<file path="src/rtl/div_pkg.sv">
// Shared types and helpers for the iterative radix-2 divider.
package div_pkg;

  localparam int unsigned DivMaxWidth = 64;

  typedef enum logic [1:0] {
    StIdle,
    StCalc,
    StFix,
    StDone
  } div_state_t;

  // Iteration counter must hold WIDTH-1 down to 0.
  function automatic int unsigned div_cnt_w(input int unsigned width);
    return $clog2(width + 1);
  endfunction

  // Caller sign-extends into DivMaxWidth bits; low WIDTH bits of the result are the magnitude,
  // so the most-negative value maps to 2^(WIDTH-1).
  function automatic logic [DivMaxWidth-1:0] div_abs(input logic [DivMaxWidth-1:0] value,
                                                     input logic                   is_signed);
    return (is_signed && value[DivMaxWidth-1]) ? -value : value;
  endfunction

endpackage

</file>
<file path="src/rtl/div_step.sv">
// One restoring-division iteration: shift in a dividend bit, trial-subtract the divisor.
module div_step #(
  parameter int unsigned WIDTH = 32
) (
  input  logic [WIDTH:0]   prem,
  input  logic             dvd_bit,
  input  logic [WIDTH-1:0] divisor,
  output logic [WIDTH:0]   prem_next,
  output logic             q_bit
);

  logic [WIDTH+1:0] shifted;
  logic [WIDTH+1:0] diff;

  always_comb begin
    shifted   = {prem, dvd_bit};
    diff      = shifted - {2'b00, divisor};
    q_bit     = ~diff[WIDTH+1];
    prem_next = q_bit ? diff[WIDTH:0] : shifted[WIDTH:0];
  end

endmodule

</file>
<file path="src/rtl/div_iter.sv">
// Iterative signed/unsigned divider with fixed WIDTH+1 cycle latency and valid/ready handshakes.
module div_iter
  import div_pkg::*;
#(
  parameter int unsigned WIDTH = 32
) (
  input  logic             clk,
  input  logic             rst,
  input  logic             flush,
  input  logic             in_valid,
  output logic             in_ready,
  input  logic             in_signed,
  input  logic [WIDTH-1:0] dividend,
  input  logic [WIDTH-1:0] divisor,
  output logic             out_valid,
  input  logic             out_ready,
  output logic [WIDTH-1:0] quotient,
  output logic [WIDTH-1:0] remainder,
  output logic             busy
);

  localparam int unsigned CntW = div_cnt_w(WIDTH);

  div_state_t state_q, state_d;

  logic [CntW-1:0]  cnt_q;
  logic [WIDTH:0]   prem_q;
  logic [WIDTH-1:0] quo_q;
  logic [WIDTH-1:0] dsr_q;
  logic [WIDTH-1:0] dvd_q;
  logic [WIDTH-1:0] quotient_q;
  logic [WIDTH-1:0] remainder_q;
  logic             q_neg_q;
  logic             r_neg_q;
  logic             dz_q;

  logic                   accept;
  logic                   calc_last;
  logic [DivMaxWidth-1:0] dvd_ext;
  logic [DivMaxWidth-1:0] dsr_ext;
  logic [WIDTH-1:0]       dvd_mag;
  logic [WIDTH-1:0]       dsr_mag;
  logic [WIDTH:0]         step_prem;
  logic                   step_qbit;

  assign accept    = in_valid & (state_q == StIdle) & ~flush;
  assign calc_last = (cnt_q == '0);

  always_comb begin
    dvd_ext              = {DivMaxWidth{in_signed & dividend[WIDTH-1]}};
    dvd_ext[WIDTH-1:0]   = dividend;
    dsr_ext              = {DivMaxWidth{in_signed & divisor[WIDTH-1]}};
    dsr_ext[WIDTH-1:0]   = divisor;
    dvd_mag              = WIDTH'(div_abs(dvd_ext, in_signed));
    dsr_mag              = WIDTH'(div_abs(dsr_ext, in_signed));
  end

  div_step #(
    .WIDTH(WIDTH)
  ) u_step (
    .prem     (prem_q),
    .dvd_bit  (quo_q[WIDTH-1]),
    .divisor  (dsr_q),
    .prem_next(step_prem),
    .q_bit    (step_qbit)
  );

  always_ff @(posedge clk or posedge rst) begin
    if (rst) begin
      state_q <= StIdle;
    end else begin
      state_q <= state_d;
    end
  end

  always_comb begin
    state_d = state_q;
    if (flush) begin
      state_d = StIdle;
    end else begin
      unique case (state_q)
        StIdle:  if (in_valid) state_d = StCalc;
        StCalc:  if (calc_last) state_d = StFix;
        StFix:   state_d = StDone;
        StDone:  if (out_ready) state_d = StIdle;
        default: state_d = StIdle;
      endcase
    end
  end

  always_comb begin
    in_ready  = (state_q == StIdle);
    busy      = (state_q != StIdle);
    out_valid = (state_q == StDone);
  end

  // quo_q starts as the dividend magnitude; its MSB feeds each step while quotient bits fill from
  // the LSB, so after WIDTH steps it holds the quotient magnitude.
  always_ff @(posedge clk or posedge rst) begin
    if (rst) begin
      cnt_q       <= '0;
      prem_q      <= '0;
      quo_q       <= '0;
      dsr_q       <= '0;
      dvd_q       <= '0;
      quotient_q  <= '0;
      remainder_q <= '0;
      q_neg_q     <= 1'b0;
      r_neg_q     <= 1'b0;
      dz_q        <= 1'b0;
    end else if (accept) begin
      cnt_q   <= CntW'(WIDTH - 1);
      prem_q  <= '0;
      quo_q   <= dvd_mag;
      dsr_q   <= dsr_mag;
      dvd_q   <= dividend;
      q_neg_q <= in_signed & (dividend[WIDTH-1] ^ divisor[WIDTH-1]);
      r_neg_q <= in_signed & dividend[WIDTH-1];
      dz_q    <= (divisor == '0);
    end else if (!flush && state_q == StCalc) begin
      cnt_q  <= calc_last ? '0 : cnt_q - 1'b1;
      prem_q <= step_prem;
      quo_q  <= {quo_q[WIDTH-2:0], step_qbit};
    end else if (!flush && state_q == StFix) begin
      if (dz_q) begin
        quotient_q  <= '1;
        remainder_q <= dvd_q;
      end else begin
        quotient_q  <= q_neg_q ? -quo_q : quo_q;
        remainder_q <= r_neg_q ? -prem_q[WIDTH-1:0] : prem_q[WIDTH-1:0];
      end
    end
  end

  assign quotient  = quotient_q;
  assign remainder = remainder_q;

endmodule

</file>
<file path="config.mk">
export PLATFORM = sky130hd
export DESIGN_NAME = div_iter
export DESIGN_NICKNAME = d
export VERILOG_FILES = /design/src/rtl/div_pkg.sv /design/src/rtl/div_step.sv /design/src/rtl/div_iter.sv
export SDC_FILE = /design/constraint.sdc
export NUM_CORES = 1
export LEC_CHECK = 0
export BUFFER_PORTS_ARGS = -buffer_cell sky130_fd_sc_hd__buf_4
export CORE_MARGIN = 5
export CORE_UTILIZATION = 55
export DETAILED_ROUTE_END_ITERATION = 10
export HOLD_SLACK_MARGIN = 0.1
export PLACE_DENSITY = 0.75
export RECOVER_POWER = 50
export SLEW_MARGIN = 20
export SYNTH_ARGS = -nofsm -noshare
export SYNTH_HDL_FRONTEND = slang
export SYNTH_SLANG_ARGS = --single-unit
</file>
<file path="constraint.sdc">
create_clock -name clk -period 8.25 [get_ports clk]
set_clock_uncertainty 0.2 [all_clocks]
set_input_delay 0.4125 -clock clk [delete_from_list [all_inputs] [get_ports clk]]
set_output_delay 0.4125 -clock clk [all_outputs]
set_load 0.01 [all_outputs]
</file>
== After elaboration in Yosys (flattened, before gate mapping) ==
Cells that the tools add are included.
Storage, ports and cells
  register bits after elaboration: 204
  word-level logic and storage cells: 64
Operators by class
  $add $sub $neg: 6
  equal/unequal tests: 6
  multiplexer cells: 19
  bitwise operators: 10
  reductions and logical operators: 12
Operator list (count)
  32-bit 2-to-1 mux: 8
  32-bit negation: 4
  33-bit 2-to-1 mux: 3
  34-bit by 32-bit subtractor with 34-bit output: 1
  32-bit zero test: 1
  6-bit 2-to-1 mux: 3
  2-bit 2-to-1 mux: 4
  2-bit one-hot mux with 4 select lines: 1
  6-bit zero test: 1
  3-bit inequality test, second input constant: 2
  3-bit AND reduction: 2
  6-bit by 1-bit subtractor with 6-bit output, second input constant: 1
  1-bit AND: 5
  2-bit equality test, second input constant: 2
  1-bit logical AND: 4
  1-bit inverter: 4
  2-bit nonzero test: 2
  3-bit by 2-bit inequality test with 1-bit output, second input constant: 1
  2-bit by 1-bit equality test with 1-bit output, second input constant: 1
  2-bit zero test: 1
  1-bit zero test: 1
  1-bit XOR: 1

== Depth between registers and ports, before layout ==
Gate-level depths: netlist of run 1.
  depth in word-level cells: 5
  gate-level depth with buffers: 13
  depth with buffers taken out: 13

== Modules after synthesis ==
From an unflattened synthesis of run 1, not the netlist that was laid out.
Unflattened totals
  cell total of the unflattened synthesis: 1525
  area, all modules: 13182.6 µm²
Modules (own cells, without submodules)
  div_iter: times used 1, cells each 1219, area each 10969.3 µm²
  div_step: times used 1, cells each 306, area each 2213.4 µm²

== Worst setup path before layout of run 1 ==
Ideal clock, no wire load.
  kind: register to register
  from: reg quo_q[31]
  to: reg prem_q[14]
  data arrival time: 2839 ps
  data required time: 7926 ps
  slack: 5087 ps
  cell stages (with the launch flop): 14
  buffers on the path: 0
  clock period less this slack: 3163 ps
  path through: dfrtp_1 inv_1 ha_1 inv_1 fa_1 a21o_1 a221oi_2 nor2_1 o31a_1 or4_1 a31oi_1 xor2_1 a31oi_1 o31a_1
On the way
  word-level cells in the longest chain between the ends: 4
Ends and longest elaborated chain
  from (decl): RTL line div_iter.sv:28  | logic [WIDTH-1:0] quo_q;
  from (signal assigned): RTL line div_iter.sv:114  | quo_q <= dvd_mag;
  from (signal assigned): RTL line div_iter.sv:123  | quo_q <= {quo_q[WIDTH-2:0], step_qbit};
  34-bit by 32-bit subtractor with 34-bit output: RTL line div_step.sv:17  | diff = shifted - {2'b00, divisor};
  33-bit 2-to-1 mux: RTL line div_step.sv:19  | prem_next = q_bit ? diff[WIDTH:0] : shifted[WIDTH:0];
  33-bit 2-to-1 mux: RTL line div_iter.sv:120  | end else if (!flush && state_q == StCalc) begin
  33-bit 2-to-1 mux: RTL line div_iter.sv:111  | end else if (accept) begin
  to (signal assigned): RTL line div_iter.sv:122  | prem_q <= step_prem;
  to (decl): RTL line div_iter.sv:27  | logic [WIDTH:0] prem_q;
No other way between the ends. The select of a mux whose other input is x is not followed.
A chain may end at the register's enable or synchronous reset.

== Worst setup path in the final report of run 1 ==
  from: reg state_q[1]
  to: reg prem_q[0]
On the way
  word-level cells in the longest chain between the ends: 4
  elaborated cells on any way between the ends: 7
  those cells by class: eq/ne: 1; mux: 1; bitwise: 2; reduce/logical: 3
Ends and longest elaborated chain
  from (decl): RTL line div_iter.sv:24  | div_state_t state_q, state_d;
  from (signal assigned): RTL line div_iter.sv:70  | state_q <= StIdle;
  from (signal assigned): RTL line div_iter.sv:72  | state_q <= state_d;
  2-bit zero test: RTL line div_iter.sv:46  | assign accept = in_valid & (state_q == StIdle) & ~flush;
  1-bit AND (2 in series): RTL line div_iter.sv:46
  33-bit 2-to-1 mux / 2-bit nonzero test (equally long branches)
Several ways; a longest one is shown, not always the timed one.

==> results of run 1 <==
-- cell usage in the layout (no fill, tap or decap), types with 13 or more instances in the layout --
master         instances
nand3_1               18
xnor2_1               55
buf_4                 74
nor2_1               148
nand2_1              297
and3_1                19
mux2i_1               27
xor2_1                87
dfrtp_1              203
o31ai_1               20
a21oi_1              141
nor3_1                24
clkbuf_16             23
o41ai_1               18
ha_1                  42
or3_1                 13
o21ai_0              152
dlygate4sd3_1         69
clkbuf_1              75
a21o_1                17
inv_1                 60
a31oi_1               37
-- routing by layer --
layer	wire [um]	vias up	global-route usage (%)
li1	-	5847	-
met1	15700	5634	35.0
met2	16800	321	43.8
met3	1690	54	2.99
met4	676	0	6.25
met5	0	-	0
-- kinds of logic after synthesis --
logic type / share of synthesized area [%]
adders and majority gates: 4.17
AOI/OAI and AO/OA: 20.4
buffers and inverters: 4.40
xor gates and xnor gates: 9.84
muxes: 2.18
and+or+nand+nor: 20.0
DFF: 39.0
-- power groups by stage --
stage	Clock [mW]	Combinational, mW	Sequential (mW)
2_1_floorplan	0	2.70	1.89
3_3_place_gp	0	3.53	1.97
3_5_place_dp	0	3.60	1.99
4_1_cts	1.04	3.66	1.98
5_1_grt	1.08	4.00	2.05
6_report	1.02	3.56	1.99
-- flip-flops by register name (all words and copies together), names as in the netlist --
signal,cells
remainder,32
prem_q,33
dz_q,1
cnt_q,6
dvd_q,32
r_neg_q,1
dsr_q,32
quo_q,32
state_q,2
quotient,32
q_neg_q,1
-- metrics by stage --
stage,worst slack (ns),hold slack (ns),area [sq um]
2_1_floorplan,2.07,0.245,13100
3_3_place_gp,4.73,0.257,14300
3_5_place_dp,4.63,0.264,14300
4_1_cts,4.63,0.216,15700
5_1_grt,2.95,0.271,15400
6_report,3.27,0.232,15400
-- final cells by class --
type	count	area share, %
tap	319	2.59
clock buffer	32	4.28
clock inverter	5	0.511
sequential	204	33.1
antenna	1	0.0162
multi-input combinational	1250	48.1
timing repair buffer	215	9.86
inverter	61	1.53
-- timing repair --
action,4_1_cts,5_1_grt
buffers inserted,0,0
hold endpoints to repair,229,0
hold buffers,69,0
-- critical path: cells and delay by family (launching register included) --
kind                       cells  cell delay, ns
DFF                            1            0.40
buffers and inverters          2            2.68
and+or+nand+nor                2            0.86
adders and majority gates      1            0.18
AOI/OAI and AO/OA              1            0.48
-- path summary, 6_finish.rpt --
path | depth (start not counted) | to | startpoint | slack [ns]
setup / recovery | 6 | prem_q[0] | state_q[1] | 3.27
hold / removal | 5 | state_q[0] | out_ready | 0.23
setup reg to reg | 6 | prem_q[0] | state_q[1] | 3.27
hold reg to reg | 2 | quotient[2] | quotient[2] | 0.27
max in group asynchronous | 4 | dsr_q[17] | rst | 5.89
min in group asynchronous | 3 | quotient[4] | rst | 0.48
==> flow_summary_export.csv, run 1 <==
group,metric,value,unit
clocking,cts_resized,0,
clocking,clock_latency,0.51,ns
power_and_ir_drop,power.total,6.56,mW
worst_setup_path,slowest_delay,2.58,ns
final_layout,filler_cell_count,2065,
sta,min_period,4.98,ns
clocking,cts_tree,"yes",
power_and_ir_drop,switchingPower,3.00,mW
floorplan,fp.dieH,164,um
logic_synthesis,yosysTopAreaCell,"dfrtp_1",
final_layout,multi_input_area,7420,sq um
place,finalWeightedCongestion,0.921,
detailed_routing,routed-via-count,11900,
worst_setup_path,required,8.44,ns
sta,rsz0062_at_grt,"no",
logic_synthesis,netlist.area_leader.share,39.0,%
power_and_ir_drop,powerDensity,426,nW/um^2
final_layout,fin_nets,1867,
place,portBuffers,136,
clocking,clk_pin_slew,0.06,ns
logic_synthesis,ys_ff_latch,204,
place,post-dp-hpwl,24000,um
clocking,numCtsBuffers,22,
power_and_ir_drop,ir_drop,0.209,mV
detailed_routing,drt-vias-per-instance,5.68,
logic_synthesis,synthArstFlopShare,100,%
final_layout,layout-drive-gt1-share,7.98,%
sta,min_period_over_period,60.4,%
logic_synthesis,synth_seq_area_share,39.0,%
logic_synthesis,netlist_area,13100,sq um
grt,grt_max_degree,133,
sta,relSlewSlack,-147,%
min_path,hold_path_class,"primary input to flip-flop",
power_and_ir_drop,clkPwrFrac,15.5,%
power_and_ir_drop,p_seq_share,30.3,%
sta,maxSlewViolCount,206,
worst_setup_path,cp-start-kind,"flip-flop",
floorplan,ioPinCount,137,
power_and_ir_drop,internal_power,3.56,mW
detailed_routing,drtIter0Drc,911,
worst_setup_path,crit_chain,"inv_1 > ha_1 > nor2b_2 > clkbuf_1 > nor2_1 > a32o_1",
logic_synthesis,synth_flop_cell,"dfrtp_1",
power_and_ir_drop,power.leakage,6.93,nW
logic_synthesis,synth_fp_nets,1714,
clocking,cts_buffer_depth,3,
grt,grt_pass1_vias,11300,
sta,hold_viol,0,
sta,tightest_slew,3.70,ns
clocking,cts.sinks,204,
logic_synthesis,synth_commonest_cells,"297 x nand2_1, 204 x dfrtp_1, 152 x o21ai_0",
run_status,outcome,"finished with violations",
sta,setup_viol,0,
grt,grt_pass1_wl,57200,um
logic_synthesis,syn_area_per_cell,8.17,sq um
detailed_routing,wl,34800,um
worst_setup_path,crit_path_top_delay_cell,"clkbuf_1",
worst_setup_path,cp_data_arrival_time,5.17,ns
grt,antenna_found_initial,1,
detailed_routing,postRouteAntennaNets,0,
final_layout,syn_to_final_growth,17.8,%
sta,tns,0,ns
place,dp.cells,1980,
floorplan,rows,56,
detailed_routing,firstDrtPassIters,5,
final_layout,fin_cells,2087,
run_status,violations,"max-capacitance violations, max-slew violations",
logic_synthesis,syn_inst,1601,
clocking,cts_max_level,1,
grt,grt_overflow,0,
floorplan,die_area,27000,sq um
worst_setup_path,criticalPathCategory,"flip-flop to flip-flop",
floorplan,core_area,23500,sq um
logic_synthesis,synthDistinctLibCells,75,
detailed_routing,drc,0,
clocking,root_buffer,"clkbuf_16",
logic_synthesis,post-synth-top-count-cell,"nand2_1",
floorplan,initial_core_util,55.8,%
logic_synthesis,synthTopCellsByArea,"dfrtp_1 39%, nand2_1 8.5%, xor2_1 5.8%",
worst_setup_path,crit_fanout,91,
final_layout,final_core_util,65.7,%
grt,grt_usage,25.6,%
worst_setup_path,crit_path_end_kind,"flip-flop",
power_and_ir_drop,switching_share,45.7,%
job,max_cap_viol_count,3,
sta,max_freq,201,MHz
logic_synthesis,yosysWarnings,0,
logic_synthesis,synth_edf_count,0,
floorplan,die_w,164,um
power_and_ir_drop,comb_power_share,54.2,%
detailed_routing,wl_per_cell,16.7,um
final_layout,area.sequential,5110,sq um
No activity file was read; power rests on OpenSTA's default activity.
==> run 2: changes to the inputs <==
ABC_AREA = 1   (was default)
PLACE_DENSITY = 0.78   (was 0.75)
clock period = 4.1 ns   (was 8.25 ns; I/O delays follow)
==> flow_summary_export.csv, run 2 <==
group,metric,value,unit
run_status,outcome,"finished with violations",
run_status,violations,"max-capacitance violations, max-slew violations",
grt,grt_pass1_wl,79100,um
detailed_routing,met3_length,3590,um
final_layout,layout_common_cells,"653 x nand2_1, 335 x inv_1, 232 x nand3_1",
final_layout,syn_to_final_growth,20.0,%
place,post-dp-hpwl,35300,um
sta,tightest_slew,2.94,ns
detailed_routing,met2_length,22200,um
floorplan,fp.dieH,174,um
worst_setup_path,r2r_slack,0.21,ns
sta,whs,0.277,ns
power_and_ir_drop,p_seq_share,30.7,%
grt,antenna_found_initial,1,
clocking,clock_latency,0.54,ns
logic_synthesis,synthArstFlopShare,100,%
worst_setup_path,cp-start-kind,"flip-flop",
final_layout,largest_reg_flops,33,
final_layout,fin_nets,2564,
min_path,min_from,"remainder[28]",
place,portBuffers,136,
grt,grt_overflow,0,
floorplan,initial_core_util,55.3,%
worst_setup_path,reg2reg_to,"quo_q[19]",
clocking,cts_max_level,1,
clocking,clk_pin_slew,0.06,ns
detailed_routing,firstDrtPassIters,6,
sta,max_freq,257,MHz
worst_setup_path,worst-path-buf-inv,5,
worst_setup_path,crit_path_top_delay_cell,"buf_4",
detailed_routing,drtIter0Drc,1760,
grt,grt_pass1_vias,15300,
worst_setup_path,crit_fanout,84,
final_layout,layout-drive-gt1-share,8.14,%
power_and_ir_drop,switching_share,44.9,%
power_and_ir_drop,comb_power_share,48.9,%
logic_synthesis,synth_commonest_cells,"653 x nand2_1, 336 x inv_1, 232 x nand3_1",
logic_synthesis,netlist_area,14800,sq um
detailed_routing,wl,48900,um
min_path,min_path_cells,2,
clocking,cts.sinks,204,
logic_synthesis,ys_ff_latch,204,
power_and_ir_drop,internal_power,6.02,mW
detailed_routing,wl_met1,21200,um
sta,tns,0,ns
worst_setup_path,crit_path_end_kind,"flip-flop",
detailed_routing,routed.top_layer,"met4",
floorplan,ioPinCount,137,
power_and_ir_drop,power.leakage,9.38,nW
detailed_routing,routed-via-count,15900,
worst_setup_path,r2r-start,"state_q[0]",
worst_setup_path,required,4.38,ns
power_and_ir_drop,powerDensity,616,nW/um^2
logic_synthesis,syn_area_per_cell,6.58,sq um
floorplan,core_area,26700,sq um
logic_synthesis,synthTopCellsByArea,"dfrtp_1 35%, nand2_1 17%, inv_1 8.5%",
logic_synthesis,post-synth-top-count-cell,"nand2_1",
min_path,whs_endpoint,"remainder[28]",
sta,setup_viol,0,
floorplan,rows,60,
logic_synthesis,yosysWarnings,0,
logic_synthesis,synth_edf_count,0,
sta,hold_viol,0,
logic_synthesis,synth_fp_nets,2360,
logic_synthesis,synthDistinctLibCells,50,
grt,grt_usage,31.7,%
sta,rsz0062_at_grt,"no",
clocking,cts_tree,"yes",
sta,min_period,3.89,ns
worst_setup_path,slowest_delay,0.73,ns
floorplan,die_w,174,um
clocking,ctsHoldBuffers,106,
grt,grt_max_degree,114,
clocking,numCtsBuffers,24,
clocking,root_buffer,"clkbuf_16",
final_layout,largest_register,"prem_q",
floorplan,die_area,30300,sq um
place,finalWeightedCongestion,0.970,
logic_synthesis,synth_seq_area_share,34.5,%
detailed_routing,postRouteAntennaNets,0,
detailed_routing,drt-vias-per-instance,5.64,
power_and_ir_drop,clkPwrFrac,20.4,%
worst_setup_path,cp_top_family,"buffers and inverters",
worst_setup_path,rr_worst_depth,9,
sta,relSlewSlack,-95.8,%
job,max_cap_viol_count,3,
final_layout,final_common_cell,"nand2_1",
worst_setup_path,crit_chain,"inv_1 > ha_1 > nand3_4 > inv_2 > buf_4 > nand4_1 > dlygate4sd3_1 > a31oi_1 > dlygate4sd3_1",
worst_setup_path,criticalPathCategory,"flip-flop to flip-flop",
sta,min_period_over_period,94.9,%
clocking,cts_buffer_depth,3,
logic_synthesis,syn_inst,2247,
worst_setup_path,cp_common_cell,"dlygate4sd3_1",
min_path,hold_path_class,"flip-flop to flip-flop",
clocking,postCtsSetupBuffers,0,
logic_synthesis,yosysTopAreaCell,"dfrtp_1",
power_and_ir_drop,ir_drop,0.416,mV
worst_setup_path,cp_data_arrival_time,4.17,ns
logic_synthesis,synth_flop_cell,"dfrtp_1",
detailed_routing,wl_per_cell,17.4,um
detailed_routing,drc,0,
sta,maxSlewViolCount,207,
clocking,cts_resized,0,
power_and_ir_drop,switchingPower,4.91,mW
logic_synthesis,netlist.area_leader.share,34.5,%
## run 2: changes by cell type after synthesis, moves of 33 or more
cell and change:
a21oi_1 -72, xor2_1 -49, nand2_1 +356, nor2_1 +45, xnor2_1 -33, inv_1 +275
nand3_1 +214
## run 2: how the worst max path moves through the flow
stage / startpoint / to / cells after the start
after global placement: prem_q[23] / prem_q[21] / 12
after floorplan: rst / cnt_q[0] / 1
final: state_q[0] / quo_q[19] / 9
after detailed placement: state_q[1] / quotient[10] / 9
after CTS: state_q[0] / quo_q[19] / 9
after global routing: state_q[0] / quo_q[19] / 9
## run 2: metrics by stage
step | util, % | setup WS (ns) | total power, mW | cells | area [sq um]
3_3_place_gp | 59.9 | 1.14 | 8.37 | 2660 | 16000
5_1_grt | 66.4 | 0.0378 | 11.7 | 2811 | 17700
3_5_place_dp | 59.9 | 1.02 | 8.50 | 2660 | 16000
4_1_cts | 66.9 | 0.371 | 10.9 | 2810 | 17900
2_1_floorplan | - | 1.05 | 6.78 | 2247 | 14800
6_report | 66.4 | 0.208 | 10.9 | 2811 | 17700
## run 2: worst reg2reg max path: stages (launching register included)
cell and delay, ns:
dfrtp_1 0.42, inv_1 0.10, ha_1 0.30, nand3_4 0.35, inv_2 0.20, buf_4 0.73, nand4_1 0.21, dlygate4sd3_1 0.62
a31oi_1 0.12, dlygate4sd3_1 0.58
## run 2: per-layer routing
| metal | vias to the layer above | global-route usage (%) |
|---|---|---|
| met5 | - | 0 |
| met4 | 0 | 10.3 |
| met3 | 150 | 5.42 |
| met2 | 692 | 51.1 |
| met1 | 7404 | 43.7 |
| li1 | 7611 | - |
## run 2: power by group through the flow
stage	logic, mW	clock network [mW]	registers, mW
2_1_floorplan	3.47	0	3.31
3_3_place_gp	5.04	0	3.33
3_5_place_dp	5.15	0	3.35
4_1_cts	5.33	2.25	3.33
5_1_grt	5.95	2.34	3.44
6_report	5.35	2.23	3.35
## run 2: cell type report
type                    count  area, sq um
flip-flops and latches    204         5100
diodes                      1         2.50
inverters                 346         1300
fillers                  2394         8980
multi-input cells        1616         8000
repair buffers            259         2080
clock buffers              28          646
well taps                 341          427
clock inverters            16          184
## run 2: cells by family after synthesis
kind of cell	count (synthesis)	synth area share [%]
fa+ha+maj	43	3.69
buf+inv	427	11.4
xor+xnor	60	3.55
compound gates	326	12.6
simple gates	1187	34.2
flops	204	34.5
==> run 3: changes to the inputs <==
PLACE_DENSITY = 0.83   (was 0.78)
==> flow_summary_export.csv, run 3 (synthesis gave the netlist of run 2 again) <==
group,metric,value,unit
run_status,outcome,"finished with violations",
run_status,violations,"max-capacitance violations, max-slew violations",
sta,maxSlewViolCount,41,
final_layout,layout_common_cells,"653 x nand2_1, 335 x inv_1, 232 x nand3_1",
detailed_routing,wl,49600,um
clocking,clk_pin_slew,0.06,ns
clocking,cts.sinks,204,
worst_setup_path,crit_fanout,84,
clocking,ctsHoldBuffers,105,
power_and_ir_drop,power.leakage,9.30,nW
clocking,root_buffer,"clkbuf_16",
worst_setup_path,required,4.37,ns
final_layout,largest_reg_flops,33,
floorplan,die_area,30300,sq um
sta,min_period_over_period,87.8,%
clocking,cts_max_level,1,
final_layout,filler_cell_count,2298,
detailed_routing,routed-via-count,16100,
clocking,cts_tree,"yes",
clocking,cts_resized,0,
final_layout,largest_register,"prem_q",
grt,grt_overflow,0,
detailed_routing,firstDrtPassIters,6,
detailed_routing,drtIter0Drc,1866,
worst_setup_path,cp_data_arrival_time,3.87,ns
detailed_routing,drt-vias-per-instance,5.71,
min_path,hold_path_class,"primary input to flip-flop",
final_layout,layout-drive-gt1-share,6.88,%
clocking,numCtsBuffers,25,
worst_setup_path,crit_path_end_kind,"flip-flop",
floorplan,die_w,174,um
sta,tns,0,ns
grt,grt_usage,32.1,%
sta,tightest_slew,1.85,ns
place,dp_slack,0.962,ns
detailed_routing,postRouteAntennaNets,0,
clocking,postCtsSetupBuffers,0,
final_layout,fin_nets,2564,
detailed_routing,wl_per_cell,17.6,um
clocking,cts_buffer_depth,3,
grt,grt_max_degree,108,
power_and_ir_drop,powerDensity,626,nW/um^2
sta,rsz0062_at_grt,"no",
sta,worst_slack,0.501,ns
grt,antenna_found_initial,2,
sta,max_freq,278,MHz
floorplan,ioPinCount,137,
floorplan,fp.dieH,174,um
clocking,clock_latency,0.54,ns
job,max_cap_viol_count,1,
place,portBuffers,136,
detailed_routing,drc,0,
sta,min_period,3.60,ns
floorplan,core_area,26700,sq um
sta,relSlewSlack,-23.7,%
worst_setup_path,criticalPathCategory,"flip-flop to flip-flop",
final_layout,syn_to_final_growth,19.6,%
grt,grt_pass1_vias,15600,
power_and_ir_drop,ir_drop,0.390,mV
floorplan,rows,60,
place,post-dp-hpwl,35200,um
sta,setup_viol,0,
final_layout,final_common_cell,"nand2_1",
sta,hold_viol,0,
worst_setup_path,cp-start-kind,"flip-flop",
floorplan,initial_core_util,55.3,%
grt,grt_pass1_wl,79900,um
place,finalWeightedCongestion,0.968,
[run 3: cell count changes in the layout (fill, tap and decap cells not counted), sizes merged]
cell,delta
buf,-33
clkbuf,+36
inv,+2
dlygate4sd3,-1
clkinv,-1
clkinvlp,-3
bufinv,+1
[run 3: routing by layer]
layer,vias to the layer above,global-route usage (%),routed length [um]
met4,0,12.7,2310
met2,806,51.4,22200
met3,163,5.31,4380
li1,7625,-,-
met1,7470,43.7,20700
met5,-,0,0
[run 3: stage by stage]
stage	hold WS (ns)	cells	util [%]	area, sq um	power, mW
3_5_place_dp	0.246	2660	59.9	16000	8.51
3_3_place_gp	0.229	2660	59.9	16000	8.36
5_1_grt	0.261	2812	66.1	17700	11.8
2_1_floorplan	0.115	2247	-	14800	6.78
4_1_cts	0.242	2811	67.1	17900	11.1
6_report	0.273	2812	66.1	17700	11.1
[run 3: worst max-delay path: stages (launching register included)]
cell           delay [ns]
dfrtp_1              0.42
inv_1                0.12
ha_1                 0.32
nand3_4              0.15
inv_2                0.11
buf_4                0.70
nand3_1              0.16
dlygate4sd3_1        0.60
a31oi_1              0.13
dlygate4sd3_1        0.57
[run 3: final timing paths]
path                               start             to  slack (ns)  cells after the start
max                           state_q[0]      quo_q[16]        0.50                      9
min                          dividend[0]       dvd_q[0]        0.27                      4
max reg2reg                   state_q[0]      quo_q[16]        0.50                      9
min reg2reg                remainder[28]  remainder[28]        0.28                      2
max in group asynchronous            rst      dsr_q[24]        0.92                      4
min in group asynchronous            rst      dvd_q[24]        0.50                      3
[run 3: power breakdown]
part | leakage, nW | total (mW) | switching (mW) | internal, mW
clock | 0.442 | 2.41 | 0.954 | 1.46
combinational | 6.28 | 5.29 | 3.47 | 1.82
sequential | 2.58 | 3.37 | 0.581 | 2.79
[run 3: cell type report]
type                    count  area (sq um)  area share (%)
clock inverters            15           204            1.15
flip-flops and latches    204          5100            28.9
clock buffers              31           688            3.89
multi-input cells        1616          8000            45.3
inverters                 346          1300            7.36
diodes                      1          2.50          0.0142
repair buffers            258          1950            11.0
well taps                 341           427            2.41
